`src/rtl/lut_cfg_pkg.sv`:
```
// Shared types and sizing helpers for the runtime-loadable neuron truth table.
package lut_cfg_pkg;

  typedef enum logic [1:0] {IDLE, LOAD, READY, ERROR} lut_state_t;

  function automatic int beats_f(input int addr_w, input int data_w, input int word_w);
    return ((2 ** addr_w) * data_w) / word_w;
  endfunction

  function automatic int beat_cnt_w_f(input int addr_w, input int data_w, input int word_w);
    int b;
    b = beats_f(addr_w, data_w, word_w);
    return (b > 1) ? $clog2(b) : 1;
  endfunction

  // Entry j of beat k lands at k*(entries per beat)+j.
  function automatic int entry_idx_f(input int beat, input int j, input int per_beat);
    return beat * per_beat + j;
  endfunction

endpackage

```
`src/rtl/lut_table_ram.sv`:
```
// Truth-table storage: one config beat (WORD_W/DATA_W entries) written per cycle,
// one registered read per cycle; read result holds when re is low.
module lut_table_ram
  import lut_cfg_pkg::*;
#(
  parameter int ADDR_W = 6,
  parameter int DATA_W = 1,
  parameter int WORD_W = 8
) (
  input  logic                clk,
  input  logic                rst_n,
  input  logic                we,
  input  logic [beat_cnt_w_f(ADDR_W, DATA_W, WORD_W)-1:0] wbeat,
  input  logic [WORD_W-1:0]   wdata,
  input  logic                re,
  input  logic [ADDR_W-1:0]   raddr,
  output logic [DATA_W-1:0]   rdata
);

  localparam int PER = WORD_W / DATA_W;
  localparam int DEPTH = 2 ** ADDR_W;

  (* ram_style = "distributed", rom_style = "distributed" *)
  logic [DATA_W-1:0] mem [DEPTH];

  always_ff @(posedge clk) begin
    if (we) begin
      for (int j = 0; j < PER; j++) begin
        mem[ADDR_W'(entry_idx_f(int'(wbeat), j, PER))] <= wdata[j*DATA_W +: DATA_W];
      end
    end
  end

  // The read register doubles as the lookup output register, so it carries the reset.
  always_ff @(posedge clk or negedge rst_n) begin
    if (!rst_n) begin
      rdata <= '0;
    end else if (re) begin
      rdata <= mem[raddr];
    end
  end

endmodule

```
`src/rtl/lut_table_loader.sv`:
```
// Reprogrammable neuron LUT: framed config stream loads the table, lookups return in 1 cycle.
// Config wins over lookups; output register holds under out_ready backpressure.
module lut_table_loader
  import lut_cfg_pkg::*;
#(
  parameter int ADDR_W = 6,
  parameter int DATA_W = 1,
  parameter int WORD_W = 8
) (
  input  logic              clk,
  input  logic              rst_n,
  input  logic              cfg_valid,
  output logic              cfg_ready,
  input  logic [WORD_W-1:0] cfg_data,
  input  logic              cfg_last,
  input  logic              cfg_clear,
  input  logic              in_valid,
  output logic              in_ready,
  input  logic [ADDR_W-1:0] in_addr,
  output logic              out_valid,
  input  logic              out_ready,
  output logic [DATA_W-1:0] out_data,
  output logic              table_valid,
  output logic              load_err
);

  localparam int BEATS = beats_f(ADDR_W, DATA_W, WORD_W);
  localparam int BCW = beat_cnt_w_f(ADDR_W, DATA_W, WORD_W);
  localparam logic [BCW-1:0] LAST_BEAT = BCW'(BEATS - 1);

  lut_state_t     state, state_nxt;
  logic [BCW-1:0] beat_cnt, beat_nxt;
  logic           tv_nxt, err_nxt;
  logic           cfg_acc, in_acc;

  assign cfg_ready = rst_n & (state != ERROR) & ~cfg_clear;
  assign cfg_acc   = cfg_valid & cfg_ready;
  assign in_ready  = (state == READY) & ~cfg_valid & (~out_valid | out_ready);
  assign in_acc    = in_valid & in_ready;

  always_ff @(posedge clk or negedge rst_n) begin
    if (!rst_n) begin
      state       <= IDLE;
      beat_cnt    <= '0;
      table_valid <= 1'b0;
      load_err    <= 1'b0;
    end else begin
      state       <= state_nxt;
      beat_cnt    <= beat_nxt;
      table_valid <= tv_nxt;
      load_err    <= err_nxt;
    end
  end

  always_comb begin
    state_nxt = state;
    beat_nxt  = beat_cnt;
    tv_nxt    = table_valid;
    err_nxt   = load_err;
    if (cfg_clear) begin
      state_nxt = IDLE;
      beat_nxt  = '0;
      tv_nxt    = 1'b0;
      err_nxt   = 1'b0;
    end else if (cfg_acc) begin
      case (state)
        IDLE, READY: begin
          tv_nxt = 1'b0;
          // A table never fits in a single beat, so last on the first beat is a framing error.
          if (cfg_last) begin
            state_nxt = ERROR;
            err_nxt   = 1'b1;
            beat_nxt  = '0;
          end else begin
            state_nxt = LOAD;
            beat_nxt  = BCW'(1);
          end
        end
        LOAD: begin
          if (beat_cnt == LAST_BEAT) begin
            beat_nxt = '0;
            if (cfg_last) begin
              state_nxt = READY;
              tv_nxt    = 1'b1;
            end else begin
              state_nxt = ERROR;
              err_nxt   = 1'b1;
            end
          end else if (cfg_last) begin
            state_nxt = ERROR;
            err_nxt   = 1'b1;
            beat_nxt  = '0;
          end else begin
            beat_nxt = beat_cnt + BCW'(1);
          end
        end
        default: begin
        end
      endcase
    end
  end

  always_ff @(posedge clk or negedge rst_n) begin
    if (!rst_n) begin
      out_valid <= 1'b0;
    end else if (in_acc) begin
      out_valid <= 1'b1;
    end else if (out_ready) begin
      out_valid <= 1'b0;
    end
  end

  lut_table_ram #(
    .ADDR_W (ADDR_W),
    .DATA_W (DATA_W),
    .WORD_W (WORD_W)
  ) u_ram (
    .clk   (clk),
    .rst_n (rst_n),
    .we    (cfg_acc),
    .wbeat (beat_cnt),
    .wdata (cfg_data),
    .re    (in_acc),
    .raddr (in_addr),
    .rdata (out_data)
  );

endmodule
```
`config.mk`:
```
export PLATFORM = sky130hd
export DESIGN_NAME = lut_table_loader
export DESIGN_NICKNAME = d
export VERILOG_FILES = /design/src/rtl/lut_cfg_pkg.sv /design/src/rtl/lut_table_ram.sv /design/src/rtl/lut_table_loader.sv
export SDC_FILE = /design/constraint.sdc
export NUM_CORES = 1
export LEC_CHECK = 0
export CORE_MARGIN = 10
export CORE_UTILIZATION = 40
export DETAILED_ROUTE_END_ITERATION = 8
export MAX_ROUTING_LAYER = met4
export SLEW_MARGIN = 40
export SYNTH_ARGS = -nofsm -noshare
export SYNTH_HDL_FRONTEND = slang
export SYNTH_SLANG_ARGS = --single-unit
```
`constraint.sdc`:
```
create_clock -name clk -period 2.3 [get_ports clk]
set_input_delay 0.69 -clock clk [delete_from_list [all_inputs] [get_ports clk]]
set_output_delay 0.69 -clock clk [all_outputs]
set_load 0.02 [all_outputs]
```
* Word-level counts from Yosys, hierarchy flattened *
Memories as Yosys holds them, arrays and structs flattened. A register that Yosys moved wholly into a read port is not among the register bits.
Index checks and enable logic that the tools add are counted.

storage, ports and cells
  register bits = 8
  memory bits (writable) = 64
  input bits = 21
  output and inout port bits = 6
  word-level logic and storage cells = 70
  memories = 1

operators by class
  add/sub/neg operators = 8
  equal/unequal tests = 8
  mux-type cells = 28
  bitwise gates (word level) = 10
  reduce and logical (&&, ||, !) cells = 10

memory list
  name       depth  bits a word  rd ports  clocked after memory_dff  write ports  RTL line             RTL
  u_ram.mem  64     1            1         1                         8            lut_table_ram.sv:24  logic [DATA_W-1:0] mem [DEPTH];

operators by type and width
  kind                 count
  $add 6x3->6 const B  4
  $mux 1               15
  $add 6x2->6 const B  2
  $mux 3               4
  $mux 2               5
  $ne 4x4->1 const B   2
  $add 6x1->6 const B  1
  $and 1x1->1          6
  $ne 3x3->1 const B   2
  $pmux 3 s2           1
  $reduce_and 3->1     2
  $pmux 1 s2           2
  $pmux 2 s2           1
  $reduce_and 4->1     1
  $reduce_bool 2->1    2
  $add 3x1->3 const B  1
  $eq 3x3->1 const B   1
  $not 1->1            3
  $reduce_bool 3->1    1
  $eq 2x1->1 const B   1
  $eq 2x2->1 const B   1
  $logic_not 2->1      1
  $ne 2x2->1 const B   1
  $reduce_and 2->1     1
  3 further kinds      3

* Depth between registers and ports, before layout *
Gate-level depths: netlist of the first run.

  depth in word-level cells = 6
  depth in mapped cells = 8

* Hierarchy *
Synthesis of the first run repeated with hierarchy kept, for this count alone.

unflattened totals
  cell total of the unflattened synthesis = 185
  area total of the unflattened synthesis = 3,164.3 um2

modules (own cells, without submodules)
  module            instances  cells an instance  area an instance (um2)  seq. area each (um2)
  lut_table_ram     1          139                2,653.8                 1,946.9
  lut_table_loader  1          46                 510.5                   200.2

* Worst setup path before layout of the first run *
No wires, ideal clock.

  path kind = in2reg
  start = input cfg_clear
  end = memory u_ram.mem[0], enable pin
  library setup time = 395 ps
  arrival time = 2,536 ps
  setup slack = -631 ps
  stages = 4
  path buffers = 1
  path through = clkbuf_1 a211oi_1 nand2_1 nor4_1

RTL lines
  what             RTL line                RTL
  start, declared  lut_table_loader.sv:16  input logic cfg_clear,
  end, declared    lut_table_ram.sv:24

* Final worst setup path of the first run *
  start = input out_ready
  end = output in_ready

between the ends
  longest elaborated chain between the ends = 2

RTL lines
  what             RTL line                RTL
  start, declared  lut_table_loader.sv:21  input logic out_ready,
  $or 1x1->1       lut_table_loader.sv:38  assign in_ready = (state == READY) & ~cfg_valid & (~out_valid | out_ready);
  $and 1x1->1      lut_table_loader.sv:38
  end, declared    lut_table_loader.sv:18  output logic in_ready,

Every way passes these cells.

==> results of run 1 <==
[critical path, stage by stage]
cell	delay, ps
clkdlybuf4s50_1	440
nand2b_1	120
and3_4	190
buf_4	130
[cell families (layout without fill, tap and decap cells)]
group | count (synthesis) | in the layout
multiplexers | 27 | 27
buffers and inverters | 11 | 76
AND/OR/NAND/NOR | 48 | 48
AO/OA/AOI/OAI | 28 | 28
adder cells (fa/ha/maj) | 3 | 3
flip-flops | 73 | 73
[cell type report]
cell class	count	share of cell area
Sequential cell	73	0.555
Inverter	5	0.00485
Multi-Input combinational cell	106	0.235
Timing Repair Buffer	55	0.124
Clock inverter	6	0.0152
Clock buffer	10	0.0330
Tap cell	102	0.0330
[where the power goes]
| part | switching, mW | leakage, nW | internal (mW) |
|---|---|---|---|
| combinational | 0.108 | 0.620 | 0.110 |
| sequential | 0.0117 | 0.699 | 1.46 |
| clock | 0.451 | 0.0913 | 0.494 |
| total | 0.571 | 1.41 | 2.06 |
[registers in the layout (all words and copies together), names as in the netlist]
signal and cells:
beat_cnt 3, out_valid 1, state 2, u_ram.rdata 1, table_valid 1, u_ram.mem 64, load_err 1
[cell usage in the layout, fill, tap and decap left out, types with 2 or more instances in the layout]
cell             synthesis  final
nor3_2                   0      4
mux2_2                   2      2
buf_4                    0     30
mux4_1                   7      7
nand2b_1                 6      6
mux2i_1                 18     18
clkbuf_8                 0      9
nor2_1                   8      8
dlygate4sd2_1            0      3
edfxtp_1                64     64
dfrtp_1                  9      9
inv_1                    5      4
o22ai_1                  2      2
a22oi_1                  3      3
a31oi_1                  3      3
a211oi_1                 3      2
clkdlybuf4s50_1          0     21
a21oi_1                  3      3
nor2b_1                  3      3
o21ai_0                  6      6
clkinv_1                 0      2
nand3_1                  2      2
ha_1                     3      3
nand2_1                 20     20
[timing repair]
action                                  CTS  global route
endpoints found under the setup margin    3             2
resized for setup                        13             2
pin swaps                                 1             1
endpoints found under the hold margin     0             0
[stage by stage]
step | util | area (sq um) | power, mW | setup WS [ps]
2_1_floorplan | - | 3130 | 1.60 | -27.1
3_3_place_gp | 0.485 | 3690 | 1.72 | -491
3_5_place_dp | 0.485 | 3690 | 1.72 | -519
4_1_cts | 0.508 | 3860 | 2.66 | 2.87
5_1_grt | 0.509 | 3870 | 2.74 | 0.152
6_report | 0.509 | 3870 | 2.63 | 35.6
[path summary, 6_finish.rpt]
kind,start,cells past startpoint,endpoint
max,out_ready,4,in_ready
min,rst_n,2,state[1]
max reg2reg,beat_cnt[0],6,beat_cnt[1]
min reg2reg,u_ram.rdata,2,u_ram.rdata
max in group asynchronous,rst_n,2,u_ram.rdata
min in group clk,u_ram.rdata,2,u_ram.rdata
[metal layers]
metal / GRT usage / vias up
met5: - / -
met4: 0.0563 / 0
met3: 0.0256 / 8
met2: 0.163 / 23
met1: 0.142 / 868
li1: - / 868
==> summary.md, run 1 <==
| Metric | Value |
|---|---|
| Die outline area | `approximately 12000 sq um` |
| # setup viols final | `0` |
| Post-layout net count | `around 270` |
| Pwr Density | `680 nW/um^2` |
| Flop2flop setup slack | `490 ps` |
| Clk_lat worst skew | `roughly 330 ps` |
| Post-synthesis mux area share | `0.125` |
| Multi-input logic area | `908 sq um` |
| Avg WL per Cell | `about 17 microns` |
| Site Rows | `32` |
| I/O pin cnt | `27` |
| Clock-pin slew on the worst setup and hold paths | `around 80 ps` |
| CTS buffer count | `9` |
| Drt total wl | `about 6.1 mm` |
| Adder-cell area share of the yosys netlist | `0.0121` |
| Antenna Nets Post-Route | `0` |
| Asr flop ratio synth | `0.123` |
| Register Area | `approximately 2100 sq um` |
| Global route total overflow | `0` |
| Status | `finished clean` |
| Critical Path AT | `approximately 1600 ps` |
| CTS max path bufs | `2` |
| CP Capture Type | `output pin` |
| Leak pwr | `~1.4 nW` |
| Post-route insts no fill | `roughly 360` |
| Post-synthesis compound-gate area fraction | `0.0696` |
| Number of global-route vias before repair | `around 1800` |
| RSZ-0062 raised after global routing | `no` |
| CTS Hold Bufs | `0` |
| H-tree levels | `3` |
| TritonCTS clock tree | `built` |
| PortBufs | `26` |
| Layout cells sized above 1 | `0.220` |
| Largest net degree at the start of global routing | `13` |
| CTS Sinks | `73` |
| Min Hold Slack | `approximately 430 ps` |
| CORE AREA | `about 7600 sq um` |
| DR WL met2 | `approximately 2.9 mm` |
| Max-slew headroom | `0.758` |
| Initial core utilization | `0.407` |
| Worst slew pin tran | `363 ps` |
| Worst Setup Start Kind | `input pin` |
| Max Freq | `about 0.44 GHz` |
| Synth unique cells | `35` |
| Final Hold Fails | `0` |
| Total number of vias | `about 1800` |
| Top cells by count, synth | `edfxtp_1 (64), nand2_1 (20), mux2i_1 (18)` |
| Xor-xnor portion of the synthesized cell area | `0` |
| Most frequent cell after synthesis | `edfxtp_1` |
| M1 WL | `around 3 mm` |
| Seq cells post-synth | `73` |
| First-pass GRT wire length | `9.44 mm` |
| # DRC | `0` |
| Pre-antenna DRT Iters | `4` |
| Setup TNS Final | `0 ps` |
| Height of the chip | `around 110 microns` |
| Cell taking the most area after synthesis | `edfxtp_1` |
| Routed wl met3 | `approximately 140 microns` |
| Worst VDD drop | `0.367 mV` |
| Ranking of synthesized cells by area | `edfxtp_1 (62%), dfrtp_1 (7.3%), mux4_1 (5.9%)` |
| Initial antenna violation count | `0` |
| Top-area cell type share of the netlist area | `0.621` |
| Die Wd | `around 110 microns` |
| Hpwl dp | `about 4.5 mm` |
| Synthesized instance count | `190` |
| Worst Hold Class | `in -> async` |
| Antenna Cells | `0` |
| Seq/Total Area, Yosys | `0.694` |
| Final count of pins violating max slew | `0` |
| Max Cap Violations | `0` |
| Layout area overhead | `25.1%` |
| First DRT Iteration DRCs | `79` |
| CP Data Required Time | `1610 ps` |
| Worst clock skew | `7.89 ps` |
| Postcts setup bufs | `0` |
| Root buf cell | `clkbuf_8` |
| Synth warn | `0` |
| Post-synth EDFFs | `between 60 and 70` |
| Min cycle time layout | `~2300 ps` |
| Routability cong. | `about 0.83` |
| Max Used Layer | `met4` |
| Avg Cell Area, Syn | `roughly 16 sq um` |
| Top_reg_cell synth | `edfxtp_1` |
| Final period util | `0.985` |
| Tot GR Track Use | `0.111` |
| FILL cells | `slightly below 700` |
| DR vias/cell | `about 4.9` |
| Crit Path Class | `in -> out` |
| Inst Count DP | `roughly 340` |
| Simple-Gate Fraction of Synth Area | `0.0724` |
| Max FO, Critical Path | `2` |
| Post-synthesis cell area | `~3100 sq um` |
| Net Count, Synth | `between 200 and 250` |
| Largest family of logic cells by synthesized area | `multiplexers` |
Power figures use the tool's default switching activity.
==> run 2: changes to the inputs <==
CORE_UTILIZATION = 55   (was 40)
PLACE_DENSITY = 0.77   (was not set)
SLEW_MARGIN = 10   (was 40)
==> summary.md, run 2 (synthesis results as in run 1) <==
| Metric | Value |
|---|---|
| DR vias/cell | `5.73 (+16%)` |
| Biggest regs | `u_ram.mem (64), beat_cnt (3), state (2)` |
| H-tree levels | `3 (unchanged)` |
| FILL cells | `372 (-45%)` |
| Logic pwr share | `0.080 (-0.003)` |
| First DRT Iteration DRCs | `116 (+47%)` |
| Layout cells sized above 1 | `0.227 (+0.00784)` |
| Clock power frac | `0.382 (+0.023)` |
| Die Wd | `95.0 microns (-12%)` |
| Site Rows | `27 (-16%)` |
| Max reg flops | `64 (unchanged)` |
| Post-layout net count | `274 (unchanged)` |
| Global route total overflow | `0 (unchanged)` |
| Leak pwr | `1.44 nW (+1.8%)` |
| Int Power | `2.15 mW (+4.4%)` |
| PortBufs | `26 (unchanged)` |
| Final count of pins violating max slew | `0 (unchanged)` |
| Critical path, cell by cell | `clkdlybuf4s50_1, nor2_1, a22oi_2, a31oi_1, or4_1, o211ai_2` |
| Pre-antenna DRT Iters | `4 (unchanged)` |
| Pwr Density | `708 nW/um^2 (+4.1%)` |
| CP Data Required Time | `2570 ps (+960 ps)` |
| Largest net degree at the start of global routing | `13 (unchanged)` |
| Max-slew headroom | `0.757 (about the same)` |
| Final period util | `0.982 (-0.00204)` |
| Layout area overhead | `24.6%` |
| I/O pin cnt | `27 (unchanged)` |
| Status | `finished clean` |
| Flop2flop setup slack | `510 ps (+20 ps)` |
| CTS max path bufs | `2 (unchanged)` |
| # DRC | `0 (unchanged)` |
| Biggest register | `u_ram.mem` |
| Crit path buf inv count | `1 (-1)` |
| CTS buffer count | `9 (unchanged)` |
| Root buf cell | `clkbuf_8` |
| Antenna Cells | `0 (unchanged)` |
| First-pass GRT wire length | `9.96 mm (+5.6%)` |
| Initial antenna violation count | `0 (unchanged)` |
| Antenna Nets Post-Route | `0 (unchanged)` |
| Die outline area | `9030 sq um (-23%)` |
| Flop pwr share | `0.538 (-0.020)` |
| CP Capture Type | `flop` |
| Reg2Reg Depth | `5 (-1)` |
| Setup TNS Final | `0 ps (unchanged)` |
| Most frequent cells in the layout | `edfxtp_1 (64), buf_4 (30), clkdlybuf4s50_1 (21)` |
| Worst Setup Start Kind | `input pin` |
| Worst clock skew | `10.5 ps (+2.65 ps)` |
| # setup viols final | `0 (unchanged)` |
| Switch Pwr | `0.579 mW (+1.3%)` |
| Max Cap Violations | `0 (unchanged)` |
| Avg WL per Cell | `19.6 microns (+14%)` |
| Worst R2R End | `u_ram.mem[48]` |
| Commonest non-fill, non-tap cell in the layout | `edfxtp_1` |
| Min cycle time layout | `2260 ps (-4.69 ps)` |
| Number of global-route vias before repair | `1962 (+12%)` |
| Critical Path AT | `2530 ps (+960 ps)` |
| Crit Path Class | `in -> reg` |
| Inst Count DP | `311 (-8.8%)` |
| Worst path slowest cell | `clkdlybuf4s50_1` |
| Clk_lat worst skew | `340 ps (about the same)` |
| Worst VDD drop | `0.411 mV (+12%)` |
| Net Sw Frac | `0.212 (-0.00515)` |
| Final Hold Fails | `0 (unchanged)` |
| Tot GR Track Use | `0.153 (+0.0423)` |
| Postcts setup bufs | `0 (unchanged)` |
| Worst Hold Class | `in -> async` |
| CTS Sinks | `73 (unchanged)` |
| Worst slew pin tran | `363 ps (+0.455 ps)` |
| Max Freq | `0.443 GHz (+0.21%)` |
| RSZ-0062 raised after global routing | `no` |
| Post-route insts no fill | `327 (-8.4%)` |
| Initial core utilization | `0.565 (+0.159)` |
| Worst r2r src | `state[0]` |
| Clock-pin slew on the worst setup and hold paths | `70 ps (about the same)` |
| TritonCTS clock tree | `built` |
| Top delay family on crit path | `simple AND/OR/NAND/NOR gates` |
| Routability cong. | `0.815 (-1.3%)` |
| Max FO, Critical Path | `8 (+6)` |
| Drt total wl | `6.41 mm (+4.6%)` |
| Total number of vias | `1873 (+6.0%)` |
| Crit-path max cell delay | `660 ps (+220 ps)` |
| CTS Hold Bufs | `0 (unchanged)` |
| CORE AREA | `5470 sq um (-28%)` |
| Height of the chip | `95.0 microns (-12%)` |
| Hpwl dp | `4.45 mm (about the same)` |
run 2: cell count changes in the layout (fill, tap and decap cells not counted):
cell,delta
clkbuf_8,+3
clkbuf_1,-1
a22oi_1,-1
dlygate4sd2_1,-1
and3_1,+1
dlymetal6s2s_1,+1
and3_4,-1
clkinv_2,-1
clkinv_1,-1
buf_12,-1
a22oi_2,+1
buf_6,+1
run 2: how the worst max path moves through the flow:
stage               start            end  depth (start not counted)  slack [ps]
6_report       in_addr[4]    u_ram.rdata                          6          40
5_1_grt         out_ready       in_ready                          4          10
4_1_cts        in_addr[0]    u_ram.rdata                          7          20
3_5_place_dp        rst_n      cfg_ready                          4        -530
3_3_place_gp        rst_n      cfg_ready                          4        -470
2_1_floorplan   cfg_clear  u_ram.mem[48]                          4         -30
run 2: power groups by stage:
stage	Sequential, mW	Clock (mW)	Combinational (mW)
2_1_floorplan	1.50	0	0.0975
3_3_place_gp	1.50	0	0.213
3_5_place_dp	1.50	0	0.216
4_1_cts	1.47	1.06	0.218
5_1_grt	1.47	1.11	0.233
6_report	1.47	1.04	0.218
run 2: repair_timing:
| item | CTS | global route |
|---|---|---|
| pin swaps | 1 | 1 |
| endpoints found under the setup margin | 3 | 3 |
| gates resized for setup | 13 | 3 |
run 2: routing by layer:
layer	wire length, microns	vias to the layer above	global-route usage
met5	0	-	-
met4	108	0	0.0661
met3	286	11	0.0381
li1	-	874	-
met1	2700	921	0.178
met2	3310	67	0.248
run 2: per-stage QoR:
stage | hold slack, ps | utilization | cell area [sq um] | setup slack [ps] | power (mW)
2_1_floorplan | 394 | - | 3130 | -27.1 | 1.60
3_3_place_gp | 486 | 0.665 | 3640 | -472 | 1.71
3_5_place_dp | 487 | 0.665 | 3640 | -526 | 1.71
4_1_cts | 408 | 0.703 | 3850 | 15.1 | 2.75
5_1_grt | 430 | 0.705 | 3860 | 10.9 | 2.81
6_report | 414 | 0.705 | 3860 | 40.3 | 2.73
run 2: cell type report:
| type | count | area (sq um) | share of cell area |
|---|---|---|---|
| multi-input combinational | 106 | 908 | 0.236 |
| clock buffer | 12 | 165 | 0.0428 |
| timing repair buffer | 55 | 477 | 0.124 |
| sequential | 73 | 2150 | 0.557 |
| tap | 72 | 90.1 | 0.0234 |
| inverter | 5 | 18.8 | 0.00487 |
| clock inverter | 4 | 50.0 | 0.0130 |
